--- src/rtl/fetch_reorder_buf.sv ---
// In-order return buffer between the fetch PC generator and the I-cache.
// Entries are pre-allocated in order, filled out of order by NUM_RSP response
// ports, and drained in allocation order. A flush marks still-owed entries
// stale so their late responses are absorbed instead of reaching the filter.
module fetch_reorder_buf #(
  parameter int unsigned DATA_W  = 128,
  parameter int unsigned DEPTH   = 8,
  parameter int unsigned NUM_RSP = 2,
  parameter int unsigned ID_W    = $clog2(DEPTH)
) (
  input  logic                      clk,
  input  logic                      rst_n,
  input  logic                      alloc_req,
  output logic                      alloc_gnt,
  output logic [ID_W-1:0]           alloc_id,
  input  logic [NUM_RSP-1:0]        rsp_vld,
  input  logic [NUM_RSP*ID_W-1:0]   rsp_id,
  input  logic [NUM_RSP*DATA_W-1:0] rsp_pld,
  input  logic [NUM_RSP-1:0]        rsp_err,
  output logic                      out_vld,
  input  logic                      out_rdy,
  output logic [DATA_W-1:0]         out_pld,
  output logic                      out_err,
  input  logic                      flush,
  output logic                      flush_done,
  output logic                      full,
  output logic [ID_W:0]             occupancy
);

  localparam logic [ID_W:0] DEPTH_CNT = (ID_W+1)'(DEPTH);
  localparam logic [ID_W:0] PTR_ONE   = (ID_W+1)'(1);

  logic [ID_W:0]       alloc_ptr;
  logic [ID_W:0]       rd_ptr;
  logic [DEPTH-1:0]    wait_q;
  logic [DEPTH-1:0]    stale_q;
  logic [DEPTH-1:0]    filled_q;
  logic [DEPTH-1:0]    err_q;
  logic [DATA_W-1:0]   pld_q [DEPTH];

  logic [ID_W-1:0]     alloc_idx;
  logic [ID_W-1:0]     rd_idx;
  logic                pop;
  logic [DEPTH-1:0]    gnt_mask;
  logic [DEPTH-1:0]    pop_mask;
  logic [DEPTH-1:0]    rsp_hit;
  logic [DEPTH-1:0]    wr_en;
  logic [DEPTH-1:0]    wr_err;
  logic [DATA_W-1:0]   wr_pld [DEPTH];
  logic                spurious;
  logic                collide;

  // Pointer-derived status, allocation handshake and head-of-queue outputs
  always_comb begin
    alloc_idx  = alloc_ptr[ID_W-1:0];
    rd_idx     = rd_ptr[ID_W-1:0];
    occupancy  = alloc_ptr - rd_ptr;
    full       = (occupancy == DEPTH_CNT);
    alloc_gnt  = alloc_req & ~full & ~wait_q[alloc_idx] & ~flush;
    alloc_id   = alloc_idx;
    out_vld    = filled_q[rd_idx] & ~flush;
    out_pld    = pld_q[rd_idx];
    out_err    = err_q[rd_idx];
    pop        = out_vld & out_rdy;
    flush_done = ~|stale_q;
    gnt_mask   = '0;
    pop_mask   = '0;
    gnt_mask[alloc_idx] = alloc_gnt;
    pop_mask[rd_idx]    = pop;
  end

  // Decode response ports into per-entry hit / write-enable / write-data
  always_comb begin
    rsp_hit  = '0;
    wr_en    = '0;
    wr_err   = '0;
    spurious = 1'b0;
    collide  = 1'b0;
    for (int unsigned e = 0; e < DEPTH; e++) begin
      wr_pld[e] = '0;
    end
    for (int unsigned p = 0; p < NUM_RSP; p++) begin
      if (rsp_vld[p]) begin
        for (int unsigned e = 0; e < DEPTH; e++) begin
          if (rsp_id[p*ID_W +: ID_W] == ID_W'(e)) begin
            if (rsp_hit[e]) collide = 1'b1;
            rsp_hit[e] = 1'b1;
            if (!wait_q[e]) spurious = 1'b1;
            if (wait_q[e] && !stale_q[e] && !flush) begin
              wr_en[e]  = 1'b1;
              wr_pld[e] = rsp_pld[p*DATA_W +: DATA_W];
              wr_err[e] = rsp_err[p];
            end
          end
        end
      end
    end
  end

  // Pointer and per-entry state update; flush takes priority over grant/pop
  always_ff @(posedge clk or negedge rst_n) begin
    if (!rst_n) begin
      alloc_ptr <= '0;
      rd_ptr    <= '0;
      wait_q    <= '0;
      stale_q   <= '0;
      filled_q  <= '0;
      err_q     <= '0;
      for (int unsigned e = 0; e < DEPTH; e++) begin
        pld_q[e] <= '0;
      end
    end else begin
      if (flush) begin
        rd_ptr   <= alloc_ptr;
        filled_q <= '0;
        // A response landing in the flush cycle settles its debt, so only
        // entries still owed afterwards become stale.
        wait_q   <= wait_q & ~rsp_hit;
        stale_q  <= wait_q & ~rsp_hit;
      end else begin
        if (alloc_gnt) alloc_ptr <= alloc_ptr + PTR_ONE;
        if (pop)       rd_ptr    <= rd_ptr + PTR_ONE;
        wait_q   <= (wait_q & ~rsp_hit) | gnt_mask;
        stale_q  <= stale_q & ~rsp_hit;
        filled_q <= (filled_q | wr_en) & ~pop_mask;
      end
      for (int unsigned e = 0; e < DEPTH; e++) begin
        if (wr_en[e]) begin
          pld_q[e] <= wr_pld[e];
          err_q[e] <= wr_err[e];
        end
      end
    end
  end

  a_no_spurious_rsp: assert property (@(posedge clk) disable iff (!rst_n) !spurious);
  a_no_rsp_collide:  assert property (@(posedge clk) disable iff (!rst_n) !collide);

endmodule
--- config.mk ---
export PLATFORM = sky130hd
export DESIGN_NAME = fetch_reorder_buf
export DESIGN_NICKNAME = d
export VERILOG_FILES = /design/src/rtl/fetch_reorder_buf.sv
export SDC_FILE = /design/constraint.sdc
export NUM_CORES = 2
export LEC_CHECK = 0
export CAP_MARGIN = 20
export CELL_PAD_IN_SITES_DETAIL_PLACEMENT = 1
export CELL_PAD_IN_SITES_GLOBAL_PLACEMENT = 1
export CORE_ASPECT_RATIO = 1.2
export CORE_MARGIN = 3
export CORE_UTILIZATION = 40
export CTS_CLUSTER_SIZE = 28
export DETAILED_ROUTE_END_ITERATION = 16
export PLACE_DENSITY = 0.75
export REMOVE_ABC_BUFFERS = 1
export SYNTH_ARGS = -nofsm -noshare
export SYNTH_HDL_FRONTEND = slang
export SYNTH_SLANG_ARGS = --single-unit
export TNS_END_PERCENT = 100
--- constraint.sdc ---
create_clock -name clk -period 2.8 [get_ports clk]
set_clock_uncertainty 0.2 [all_clocks]
set_input_delay 0.56 -clock clk [delete_from_list [all_inputs] [get_ports clk]]
set_output_delay 0.56 -clock clk [all_outputs]
set_load 0.01 [all_outputs]
==> summary.md <==
| Metric | Value |
|---|---|
| Status | finished with violations |
| Failing checks | negative setup slack |
| Final setup viols | between 100 and 150 |
| Worst rel slew slack | 0.450 |
| Required time worst endpoint | between 2000 and 2500 ps |
| Syn Inst Count | just under 6000 |
| Fraction of registers with async set/reset | 1.00 |
| Max IR drop VDD | 0.676 mV |
| Vias in the first global route | about 53000 |
| Dpl ws | -606 ps |
| Synth cell types | between 60 and 70 |
| CP Launch Type | flip-flop |
| Worst path most repeated cell | buf_6 |
| Hold Vio Cnt, Final | 0 |
| CTS tree | yes |
| Layout cells sized above 1 | 0.213 |
| Initial core utilization | 0.404 |
| Clock Tree Buf Depth | 3 |
| DRC viols | 0 |
| Clk slew on worst S/H paths | ~60 ps |
| P_leak | 35.7 nW |
| Layout net count | 6671 |
| Top_reg_cell synth | dfrtp_1 |
| Overall power | about 74 mW |
| Fin crit period | 3710 ps |
| Root buffer cell | clkbuf_16 |
| CTS Buf Count | 115 |
| Largest fanout on the critical path | 6 |
| Drt pass-1 iters | 6 |
| Worst-path cell chain | buf_12, buf_8, nor3_4, buf_6, clkbuf_16, buf_6, a222oi_1, o21ai_1, buf_4, buf_6 |
| Worst-margin pin slew | 825 ps |
| Mapped Area | ~0.057 mm^2 |
| Final worst-path cycle share | 1.33 |
| Reg2Reg Setup Slack | around 40 ps |
| TritonCTS Sinks | 1064 |
| ANT nets after route | 0 |
| First DRT Iteration DRCs | roughly 4200 |
| Gr usage total | 0.293 |
| Post-Place Cell Area | between 0.06 and 0.07 mm^2 |
| Die span in y | approximately 420 um |
| PwrDens | 990 mW/mm^2 |
| FILL cells | about 15000 |
| WS Path Type | flip-flop to output pin |
| Dpl hpwl | about 140000 um |
| FP Rows | roughly 150 |
| Core Area | about 0.14 mm^2 |
| First-pass GRT wire length | 332000 um |
| Hold Path Class | input port to async pin |
| Final Instance Area | between 0.07 and 0.08 mm^2 |
| RSZ-0062 raised after global routing | yes |
| Initial antenna violation count | 31 |
| Total Wirelength | 238000 um |
| CP max-delay cell | dfrtp_4 |
| DR WL/cell | around 29 um |
| Die Wd | between 300 and 400 um |
| Max-cap violations | 0 |
| Post-synthesis sequential area ratio | 0.466 |
| Seq cells post-synth | 1064 |
| Clk_lat worst skew | approximately 750 ps |
| Number of I/O port buffers | 410 |
| Io pins | 411 |
| DR vias/cell | 6.12 |
| Die area | about 0.15 mm^2 |
| Synth warn | 0 |
| F_max | between 200 and 300 MHz |
| Pins Over Slew Limit | 0 |
| Gpl congestion | approximately 0.88 |
| Critical path arrival | 2950 ps |
| Via count | ~51000 |
| CTS H-tree lvls | 3 |
| Worst setup EP type | output pin |
| Post-synth EDFFs | 0 |
| Gr ovfl total | 0 |
| Syn Area/Cell | roughly 9.6 um^2 |
| Final worst setup slack | -911 ps |
| Crit path largest cell delay | roughly 530 ps |
| Area growth syn-to-layout | 30.0% |
| Largest net degree at the start of global routing | between 100 and 150 |
## power by group
group	switching, mW	leakage [nW]	internal, mW
Sequential	3.99	14.0	21.3
Combinational	17.3	19.8	15.0
Clock	6.90	1.89	8.94
## path summary, 6_finish.rpt
check | endpoint | start | cells after the start
min in group clk | pld_q[288]$_DFFE_PN0P_ | pld_q[288]$_DFFE_PN0P_ | 2
max in group asynchronous | pld_q[602]$_DFFE_PN0P_ | rst_n | 3
hold / removal | pld_q[511]$_DFFE_PN0P_ | rst_n | 2
hold reg to reg | pld_q[288]$_DFFE_PN0P_ | pld_q[288]$_DFFE_PN0P_ | 2
setup reg to reg | alloc_ptr[1]$_DFFE_PN0P_ | rd_ptr[2]$_DFFE_PN0P_ | 10
setup / recovery | out_pld[104] | rd_ptr[2]$_DFFE_PN0P_ | 10
## stage by stage
step                      std cells   util  hold WS [ps]  TNS (ps)
after global routing           8340  0.525           102    -98970
after global placement         7915  0.467           255   -158800
after detailed placement       7915  0.467           267   -223140
after floorplan                5199      -          64.4         -
final                          8346  0.525          86.5    -92180
after CTS                      8165  0.501          62.1   -125630
## area by class of cell
cell class / instances / area, um^2 / share of cell area
Clock inverter: 37 / 365 / 0.00492
Timing Repair Buffer: 1078 / 12400 / 0.166
Multi-Input combinational cell: 4121 / 29000 / 0.391
Clock buffer: 175 / 3460 / 0.0465
Antenna cell: 21 / 52.6 / 0.000708
Inverter: 14 / 65.1 / 0.000876
Sequential cell: 1064 / 26600 / 0.359
Tap cell: 1836 / 2300 / 0.0309
## registers in the layout (all words and copies together), names as in the netlist
register / flops
alloc_ptr: 4
err_q: 8
filled_q: 8
pld_q: 1024
rd_ptr: 4
stale_q: 8
wait_q: 8
## cells in the final DEF (no fill, tap or decap), types with 15 or more instances in the layout
cell and instances:
a222oi_1 34, a21oi_1 301, mux4_2 29, mux2i_1 1136, clkbuf_8 31, a22oi_2 21
clkbuf_1 27, clkbuf_16 141, o21ai_1 169, o221ai_2 27, buf_16 22, clkdlybuf4s50_1 272
o21ai_2 27, o221ai_1 18, a221oi_4 17, a22oi_1 81, mux2_2 88, nand2_1 885
clkbuf_2 21, buf_2 73, buf_6 102, nor2_1 329, buf_8 20, clkinv_2 22
buf_4 349, a21oi_2 17, a221oi_1 29, dfrtp_1 1060, diode_2 21, a221oi_2 75
nand2_2 15, buf_12 186, o21ai_0 687
## layer usage
layer / share of wire / GRT usage / up-vias
li1: - / - / 21857
met1: 0.40 / 0.373 / 26537
met2: 0.49 / 0.494 / 1992
met3: 0.062 / 0.0418 / 646
met4: 0.051 / 0.133 / 22
met5: 0.00070 / 0 / -
## synthesized netlist by cell type, drive strengths merged (7+ instances only)
cell type,instances,share of area
a21oi,323,0.028
a221oi,121,0.019
a222oi,34,0.0060
a22oi,102,0.013
buf,456,0.036
clkbuf,292,0.019
dfrtp,1064,0.47
inv,13,0.00085
mux2,94,0.019
mux2i,1139,0.20
mux4,29,0.011
nand2,900,0.059
nand2b,10,0.0011
nand3,15,0.0016
nor2,344,0.023
nor2b,7,0.00077
o21ai,886,0.078
o221ai,47,0.0072
## logic make-up after synthesis
group,count (synthesis),share of synthesized area
adders and majority gates,6,0.00145
DFF,1064,0.466
buffers and inverters,762,0.0563
AOI/OAI and AO/OA,1544,0.156
muxes,1262,0.230
and+or+nand+nor,1301,0.0892
xor gates and xnor gates,8,0.00123
## critical path, delay by kind of cell, from the launching register on
family | cells | cell delay [ps]
compound gates | 2 | 550
buf+inv | 7 | 1040
flops | 1 | 530
simple gates | 1 | 60
## what timing repair did
| action | CTS | global route |
|---|---|---|
| pin swaps | 16 | 153 |
| setup endpoints to repair | 139 | 152 |
| gates resized for setup | 256 | 712 |
| buffers inserted | 27 | 159 |
| hold endpoints to repair | 446 | 0 |
| hold buffers | 1 | 0 |
| gates cloned | 10 | 29 |
(Power assumes the default switching activity.)
